[src/rtl/irq_vector_arbiter_if.sv]
// CPU register window, pending vector and IRQ/EOI signals of the vector arbiter.
// The master modport is the CPU/controller side; the slave modport is the arbiter.
interface irq_vector_arbiter_if #(
  parameter int NUM_IRQ = 256
) ();
  logic [7:0]         i_data;
  logic [7:0]         o_data;
  logic [1:0]         addr;
  logic               cs;
  logic               rwb;
  logic [NUM_IRQ-1:0] i_pending;
  logic               o_irq;
  logic               o_eoi;
  logic [7:0]         o_eoi_num;

  modport master (
    output i_data, addr, cs, rwb, i_pending,
    input  o_data, o_irq, o_eoi, o_eoi_num
  );

  modport slave (
    input  i_data, addr, cs, rwb, i_pending,
    output o_data, o_irq, o_eoi, o_eoi_num
  );
endinterface

[src/rtl/irq_vector_arbiter.sv]
// Picks the lowest-index pending IRQ with a chunked, wrapping scan and drives the 6502 IRQ line.
// The CPU acknowledges by reading VECTOR and retires the interrupt with an EOI write.
module irq_vector_arbiter #(
  parameter int NUM_IRQ = 256,
  parameter int CHUNK   = 8
) (
  input  logic                 clk,
  input  logic                 reset,
  irq_vector_arbiter_if.slave  bus
);

  localparam int NUM_CHUNKS = NUM_IRQ / CHUNK;
  localparam int KW         = (NUM_CHUNKS > 1) ? $clog2(NUM_CHUNKS) : 1;
  localparam int IW         = (CHUNK > 1) ? $clog2(CHUNK) : 1;
  localparam logic [KW-1:0] K_LAST = KW'(NUM_CHUNKS - 1);

  typedef enum logic [1:0] {
    IDLE  = 2'd0,
    SCAN  = 2'd1,
    VALID = 2'd2,
    INSVC = 2'd3
  } state_t;

  state_t        state_q, state_d;
  logic          enable_q, enable_d;
  logic [7:0]    vector_q, vector_d;
  logic [KW-1:0] k_q, k_d;
  logic          irq_q, irq_d;
  logic          eoi_q, eoi_d;
  logic [7:0]    eoi_num_q, eoi_num_d;

  logic [CHUNK-1:0] chunk_bits;
  logic [IW-1:0]    chunk_idx;
  logic [7:0]       hit_vec;
  logic             pend_bit;
  logic             vec_rd, eoi_wr, ctrl_wr;
  logic             unused_data;

  assign unused_data = ^bus.i_data[7:1];

  assign vec_rd  = bus.cs &&  bus.rwb && (bus.addr == 2'd0);
  assign eoi_wr  = bus.cs && !bus.rwb && (bus.addr == 2'd2) && (state_q == INSVC);
  assign ctrl_wr = bus.cs && !bus.rwb && (bus.addr == 2'd3);

  // Live chunk slice; the descending loop leaves the lowest set bit in chunk_idx.
  always_comb begin
    chunk_bits = bus.i_pending[k_q*CHUNK +: CHUNK];
    chunk_idx  = '0;
    for (int i = CHUNK - 1; i >= 0; i--) begin
      if (chunk_bits[i]) chunk_idx = IW'(i);
    end
  end

  assign hit_vec  = 8'(int'(k_q) * CHUNK + int'(chunk_idx));
  assign pend_bit = bus.i_pending[vector_q];

  always_comb begin
    state_d   = state_q;
    enable_d  = enable_q;
    vector_d  = vector_q;
    k_d       = k_q;
    eoi_d     = 1'b0;
    eoi_num_d = eoi_num_q;

    if (ctrl_wr) enable_d = bus.i_data[0];

    case (state_q)
      IDLE: begin
        if (enable_d) begin
          state_d = SCAN;
          k_d     = '0;
        end
      end
      SCAN: begin
        if (!enable_d) begin
          state_d = IDLE;
        end else if (|chunk_bits) begin
          vector_d = hit_vec;
          state_d  = VALID;
        end else begin
          k_d = (k_q == K_LAST) ? '0 : k_q + KW'(1);
        end
      end
      VALID: begin
        // The ack beats a same-cycle withdrawal of the source bit.
        if (!enable_d)     state_d = IDLE;
        else if (vec_rd)   state_d = INSVC;
        else if (!pend_bit) state_d = IDLE;
      end
      INSVC: begin
        if (eoi_wr) begin
          state_d   = IDLE;
          eoi_d     = 1'b1;
          eoi_num_d = vector_q;
        end
      end
      default: state_d = IDLE;
    endcase

    // IRQ rises one cycle after entering VALID and drops on the edge that leaves it.
    irq_d = (state_q == VALID) && (state_d == VALID);
  end

  always_ff @(posedge clk) begin
    if (reset) begin
      state_q   <= IDLE;
      enable_q  <= 1'b0;
      vector_q  <= '0;
      k_q       <= '0;
      irq_q     <= 1'b0;
      eoi_q     <= 1'b0;
      eoi_num_q <= '0;
    end else begin
      state_q   <= state_d;
      enable_q  <= enable_d;
      vector_q  <= vector_d;
      k_q       <= k_d;
      irq_q     <= irq_d;
      eoi_q     <= eoi_d;
      eoi_num_q <= eoi_num_d;
    end
  end

  always_comb begin
    bus.o_data = 8'h00;
    case (bus.addr)
      2'd0:    bus.o_data = vector_q;
      2'd1:    bus.o_data = {state_q == VALID, state_q == INSVC, state_q == SCAN, enable_q, 4'b0};
      2'd3:    bus.o_data = {7'b0, enable_q};
      default: bus.o_data = 8'h00;
    endcase
  end

  assign bus.o_irq     = irq_q;
  assign bus.o_eoi     = eoi_q;
  assign bus.o_eoi_num = eoi_num_q;

endmodule

[src/flat_wrapper.sv]
// flat-port wrapper written by rule: the top's interface ports become plain ports
module irq_vector_arbiter_flat 
#(
  parameter int NUM_IRQ = 256,
  parameter int CHUNK   = 8
)
  (clk, reset, bus_i_data, bus_addr, bus_cs, bus_rwb, bus_i_pending, bus_o_data, bus_o_irq, bus_o_eoi, bus_o_eoi_num);
  irq_vector_arbiter_if #(.NUM_IRQ(NUM_IRQ)) bus_i ();
  input  logic clk;
  input  logic reset;
  input wire logic [$bits(bus_i.i_data)-1:0] bus_i_data;
  input wire logic [$bits(bus_i.addr)-1:0] bus_addr;
  input wire logic [$bits(bus_i.cs)-1:0] bus_cs;
  input wire logic [$bits(bus_i.rwb)-1:0] bus_rwb;
  input wire logic [$bits(bus_i.i_pending)-1:0] bus_i_pending;
  output wire logic [$bits(bus_i.o_data)-1:0] bus_o_data;
  output wire logic [$bits(bus_i.o_irq)-1:0] bus_o_irq;
  output wire logic [$bits(bus_i.o_eoi)-1:0] bus_o_eoi;
  output wire logic [$bits(bus_i.o_eoi_num)-1:0] bus_o_eoi_num;
  assign bus_i.i_data = bus_i_data;
  assign bus_i.addr = bus_addr;
  assign bus_i.cs = bus_cs;
  assign bus_i.rwb = bus_rwb;
  assign bus_i.i_pending = bus_i_pending;
  assign bus_o_data = bus_i.o_data;
  assign bus_o_irq = bus_i.o_irq;
  assign bus_o_eoi = bus_i.o_eoi;
  assign bus_o_eoi_num = bus_i.o_eoi_num;
  irq_vector_arbiter #(.NUM_IRQ(NUM_IRQ), .CHUNK(CHUNK)) u_core (.clk(clk), .reset(reset), .bus(bus_i));
endmodule
[config.mk]
export PLATFORM = sky130hd
export DESIGN_NAME = irq_vector_arbiter_flat
export DESIGN_NICKNAME = d
export VERILOG_FILES = /design/src/rtl/irq_vector_arbiter_if.sv /design/src/rtl/irq_vector_arbiter.sv /design/src/flat_wrapper.sv
export SDC_FILE = /design/constraint.sdc
export NUM_CORES = 1
export LEC_CHECK = 0
export ABC_AREA = 0
export CAP_MARGIN = 20
export CELL_PAD_IN_SITES_DETAIL_PLACEMENT = 1
export CELL_PAD_IN_SITES_GLOBAL_PLACEMENT = 1
export CORE_ASPECT_RATIO = 2
export CORE_MARGIN = 5
export CORE_UTILIZATION = 30
export DETAILED_ROUTE_END_ITERATION = 10
export HOLD_SLACK_MARGIN = 0.15
export PLACE_DENSITY = 0.93
export SKIP_CTS_REPAIR_TIMING = 1
export SLEW_MARGIN = 20
export SYNTH_ARGS = -nofsm -noshare
export SYNTH_HDL_FRONTEND = slang
export SYNTH_SLANG_ARGS = --single-unit
[constraint.sdc]
create_clock -name clk -period 3.4 [get_ports clk]
set_input_delay 0.51 -clock clk [delete_from_list [all_inputs] [get_ports clk]]
set_output_delay 0.51 -clock clk [all_outputs]
set_load 0.01 [all_outputs]
== Word level (Yosys, flattened, before mapping) ==
Index checks and enable logic that the tools add are counted.

* Add/subtract/negate cells: 2
* $lt $le $gt $ge: 1
* Eq/ne operators: 11
* Shift operators: 1
* Muxes and demuxes: 26
* Bitwise operators: 1
* Reduce and logical (&&, ||, !) cells: 16

{| class="wikitable"
|+ Operators with widths
! operator !! count
|-
| $shiftx 256x9->8 || 1
|-
| $mux 3 || 8
|-
| $pmux 8 s3 || 1
|-
| $mux 5 || 4
|-
| $mux 2 || 7
|-
| $eq 2x2->1 const B || 5
|-
| $pmux 5 s2 || 1
|-
| $lt 8x9->1 const B || 1
|-
| $add 8x3->8 || 1
|-
| $bmux 1 s8 || 1
|-
| $pmux 2 s4 || 1
|-
| $reduce_or 8->1 || 1
|-
| $logic_and 1x1->1 || 7
|-
| $add 5x1->5 const B || 1
|-
| $eq 5x5->1 const B || 1
|-
| $eq 2x1->1 const B || 2
|-
| $logic_not 2->1 || 2
|-
| $ne 2x1->1 const B || 2
|-
| $reduce_and 4->1 || 1
|-
| $mux 1 || 3
|-
| $reduce_and 3->1 || 1
|-
| $ne 2x2->1 const B || 1
|-
| $reduce_and 2->1 || 1
|-
| $reduce_bool 2->1 || 1
|-
| 3 further kinds || 3
|}

* Flip-flop bits (word level): 26
* Output and inout port bits: 18

== Logic depth before layout (Yosys ltp) ==
* Depth after elaboration: 10
* Mapped depth: 11
* Gate-level depth less buffers: 7

== Worst setup path after synthesis ==
Ideal clock, no wire load.

* Path type: register to register
* From: register u_core.k_q[0]
* To: register u_core.k_q[2]
* Setup time: 0.074 ns
* Arrival: 2.899 ns
* Required time: 3.326 ns
* Setup slack: 0.427 ns
* Cell stages (with the launch flop): 11
* Path buffers: 3
* Clock period less this slack: 2.973 ns
* Cell sequence: dfxtp_1 buf_6 buf_4 buf_2 mux4_2 o22ai_1 nor4_1 nor4_2 nand2_2 or4_1 a31oi_1

* Cells in the longest elaborated chain, start to end: 5
* Elaborated cells between the ends (all ways): 10

{| class="wikitable"
|+ RTL lines
! item !! line !! source
|-
| from (decl) || irq_vector_arbiter.sv:27 || <nowiki>logic [KW-1:0] k_q, k_d;</nowiki>
|-
| from (signal assigned) || irq_vector_arbiter.sv:117 || <nowiki>k_q <= k_d;</nowiki>
|-
| branches (longest 5 deep; another with $shiftx 256x9->8) || - ||
|}

Parallel ways; which one is timed is not known. The select of a mux whose other input is x is not followed.
A chain may end at the register's enable or synchronous reset.

== Final worst setup path ==
* From: register u_core.vector_q[0]
* To: register u_core.irq_q (netlist: u_core.bus.o_irq)

* Cells in the longest elaborated chain, start to end: 8

{| class="wikitable"
|+ RTL lines
! item !! line !! source
|-
| from (decl) || irq_vector_arbiter.sv:26 || <nowiki>logic [7:0] vector_q, vector_d;</nowiki>
|-
| from (signal assigned) || irq_vector_arbiter.sv:116 || <nowiki>vector_q <= vector_d;</nowiki>
|-
| $bmux 1 s8 || irq_vector_arbiter.sv:55 || <nowiki>assign pend_bit = bus.i_pending[vector_q];</nowiki>
|-
| $mux 1 (implied by the code) || irq_vector_arbiter.sv:55 ||
|-
| $mux 2 || irq_vector_arbiter.sv:88 || <nowiki>else if (!pend_bit) state_d = IDLE;</nowiki>
|-
| $mux 2 || irq_vector_arbiter.sv:87 || <nowiki>else if (vec_rd) state_d = INSVC;</nowiki>
|-
| $mux 2 || irq_vector_arbiter.sv:86 || <nowiki>if (!enable_d) state_d = IDLE;</nowiki>
|-
| $pmux 2 s4 || irq_vector_arbiter.sv:67 || <nowiki>case (state_q)</nowiki>
|-
| $eq 2x2->1 || irq_vector_arbiter.sv:101 || <nowiki>irq_d = (state_q == VALID) && (state_d == VALID);</nowiki>
|-
| $logic_and 1x1->1 || irq_vector_arbiter.sv:101 ||
|-
| to (signal assigned) || irq_vector_arbiter.sv:118 || <nowiki>irq_q <= irq_d;</nowiki>
|-
| to (decl) || irq_vector_arbiter.sv:28 || <nowiki>logic irq_q, irq_d;</nowiki>
|}

No other way between the ends. The select of a mux whose other input is x is not followed.

==> results.cfg <==
[global_route]
antenna_found_initial = 0
grt_overflow = 0
grt_pass1_wl_mm = 44.69
first_global_vias = 7185
grt_max_degree = 58
gr-usage-all-layers_pct = 28.25

[finish]
final_core_util_pct = 49.80
final_cell_mix = 280 x clkdlybuf4s50_1, 118 x mux4_2, 45 x buf_4
final_net_count = 1022
layout_commonest_cell = clkdlybuf4s50_1
synthToLayoutAreaGrowth_pct = 63.40
final_cells = 963
post_route_cells_drive_above_1_share_pct = 26.03

[placement]
dpl_worst_slack_ps = -302.7
gp_congestion = 0.9618
hpwlAfterDp_mm = 26.68
placement.io_buffers = 280
placed_cells = 955

[sta]
tightest_slew_ps = 636.6
slew_viol_final = 0
setup_viol = 0
finalSetupTns_ps = 0
hold_viol = 0
rsz0062_at_grt = false
fin_skew_ps = 1.794
fin_crit_sh_pct = 96.31
fmax_mhz = 305.4
layout_min_cycle_time_ps = 3274
slew_headroom_pct = 57.50
fin_ws_ps = 125.5

[min_path]
hold_start = u_core.bus.o_eoi_num[6]$_SDFFE_PP0P_
hp-class = flop to flop

[critical_path]
cp-end-kind = flop
crit_path_start = u_core.vector_q[0]$_SDFFE_PP0P_
regToRegStartpoint = u_core.vector_q[0]$_SDFFE_PP0P_
start_kind = flop
crit_path_max_fanout = 26
ff2ff_setup_slack_ps = 130
critPathRequiredTime_ps = 3620
arrival_ps = 3490
worst-setup-path-type = flop to flop

[logic_synthesis]
synth_ff_type = dfxtp_1
avgSynthCellArea_um2 = 11.53
synth.distinct_cells = 55
synth_area_um2 = 5394
synthesis.nets = 740
yosysWarnings = 0
async_flop_share_pct = 0
synth_edf_count = 0
yosysSeqAreaShare_pct = 9.650
syn_inst = 468
synth-seq-cells = 26

[clocking]
htreeDepth = 1
clkSinkCount = 26
cts_buffers = 3
clk_latency_ps = 260
clockBufferDepth = 2
ctsRootBufferMaster = clkbuf_16
path_clk_slew_ps = 70
cts_tree = done

[floorplanning]
die_w_um = 104.8
io_pins = 288
dieArea_um2 = 20920
die_height_um = 199.6
initial_core_util_pct = 30.48
coreArea_um2 = 17700
num_rows = 69

[pwr]
cellPowerDensity_nw_per_um2 = 138.2
p_leak_nw = 2.776
fin_total_pwr_mw = 1.218
max-vdd-ir-drop_uv = 171.3

[route]
detail-route-antenna-nets = 0
drt_pre_antenna_iters = 5
wire_per_inst_um = 32.25
wl_mm = 31.06
drt_iter0_drc = 657
drt-vias-per-instance = 6.750
drc_errors = 0
num_vias = 6500

[run_status]
outcome = finished clean

[run]
timing.max_cap.violations = 0
==> final timing paths <==
check	end	cells after the start
max	u_core.bus.o_irq$_SDFF_PP0_	9
min	u_core.bus.o_eoi_num[6]$_SDFFE_PP0P_	2
max reg2reg	u_core.bus.o_irq$_SDFF_PP0_	9
min reg2reg	u_core.bus.o_eoi_num[6]$_SDFFE_PP0P_	2
==> worst max-delay path, cell delays in order, from the launching register on <==
cell	delay [ps]
dfxtp_4	550
buf_12	280
mux2i_1	130
o221ai_1	480
o22ai_1	230
nor3_1	270
a211oi_1	100
or4_1	500
a2111oi_1	480
buf_4	180
==> power breakdown <==
part           switching [mW]  internal [mW]  total, mW
Sequential            0.00146          0.303      0.305
Combinational           0.210          0.406      0.616
Clock                   0.116          0.181      0.297
==> metrics by stage <==
stage,area [um^2],hold slack [ps]
after floorplan,5394,498.0
after global placement,8636,476.2
after detailed placement,8636,489.0
after CTS,8725,507.4
after global routing,8811,557.3
final,8813,505.2
==> logic make-up after synthesis <==
group	after synthesis	synth area share (%)
adder cells (fa/ha/maj)	2	0.4639
AO/OA/AOI/OAI	88	10.88
flip-flops	26	9.650
multiplexers	166	61.08
buffers and inverters	60	5.312
AND/OR/NAND/NOR	126	12.62
==> state kept, by name (all words and copies together), names as in the netlist <==
| signal | count |
|---|---|
| u_core.bus.o_eoi_num | 8 |
| u_core.vector_q | 8 |
| u_core.k_q | 5 |
| u_core.state_q | 2 |
| u_core.bus.o_eoi | 1 |
| u_core.bus.o_irq | 1 |
| u_core.enable_q | 1 |
==> synthesized netlist by cell type (all sizes together) (2+ instances only) <==
| cell type | count | area share [%] |
|---|---|---|
| or3b | 4 | 0.65 |
| or3 | 2 | 0.23 |
| buf | 28 | 3.1 |
| a211oi | 5 | 0.70 |
| o221ai | 8 | 1.3 |
| inv | 5 | 0.35 |
| o21ai | 5 | 0.46 |
| mux2i | 34 | 6.3 |
| nor2 | 34 | 2.4 |
| nand3 | 9 | 0.84 |
| a22o | 3 | 0.49 |
| nor3 | 10 | 0.93 |
| mux4 | 127 | 54 |
| nor4b | 2 | 0.60 |
| mux2 | 5 | 1.1 |
| clkbuf | 27 | 1.9 |
| or2 | 2 | 0.23 |
| nand2b | 9 | 1.0 |
| or4 | 3 | 0.42 |
| nand4 | 4 | 0.46 |
| nand2 | 23 | 1.6 |
| nand3b | 5 | 0.70 |
| o22ai | 29 | 3.4 |
| and3 | 2 | 0.23 |
| ha | 2 | 0.46 |
| a21oi | 18 | 1.7 |
| nor2b | 4 | 0.46 |
| a22oi | 8 | 1.1 |
| nor4 | 7 | 0.93 |
| and2 | 2 | 0.23 |
| o31ai | 3 | 0.42 |
| dfxtp | 26 | 9.6 |
==> cell type report <==
type                    count  area [um^2]
diodes                      1        2.502
inverters                   5        18.77
flip-flops and latches     26        531.8
clock buffers               4        88.84
fillers                  1831         8885
multi-input cells         382         4609
well taps                 213        266.5
repair buffers            332         3296
==> routing by layer <==
| layer | part of all wire, % | vias to the layer above | GRT usage (%) |
|---|---|---|---|
| li1 | - | 2594 | - |
| met1 | 28 | 3162 | 26.31 |
| met2 | 52 | 563 | 50.33 |
| met3 | 8.1 | 181 | 6.240 |
| met4 | 11 | 0 | 25.89 |
| met5 | 0 | - | 0 |
No activity file was read; power rests on OpenSTA's default activity.
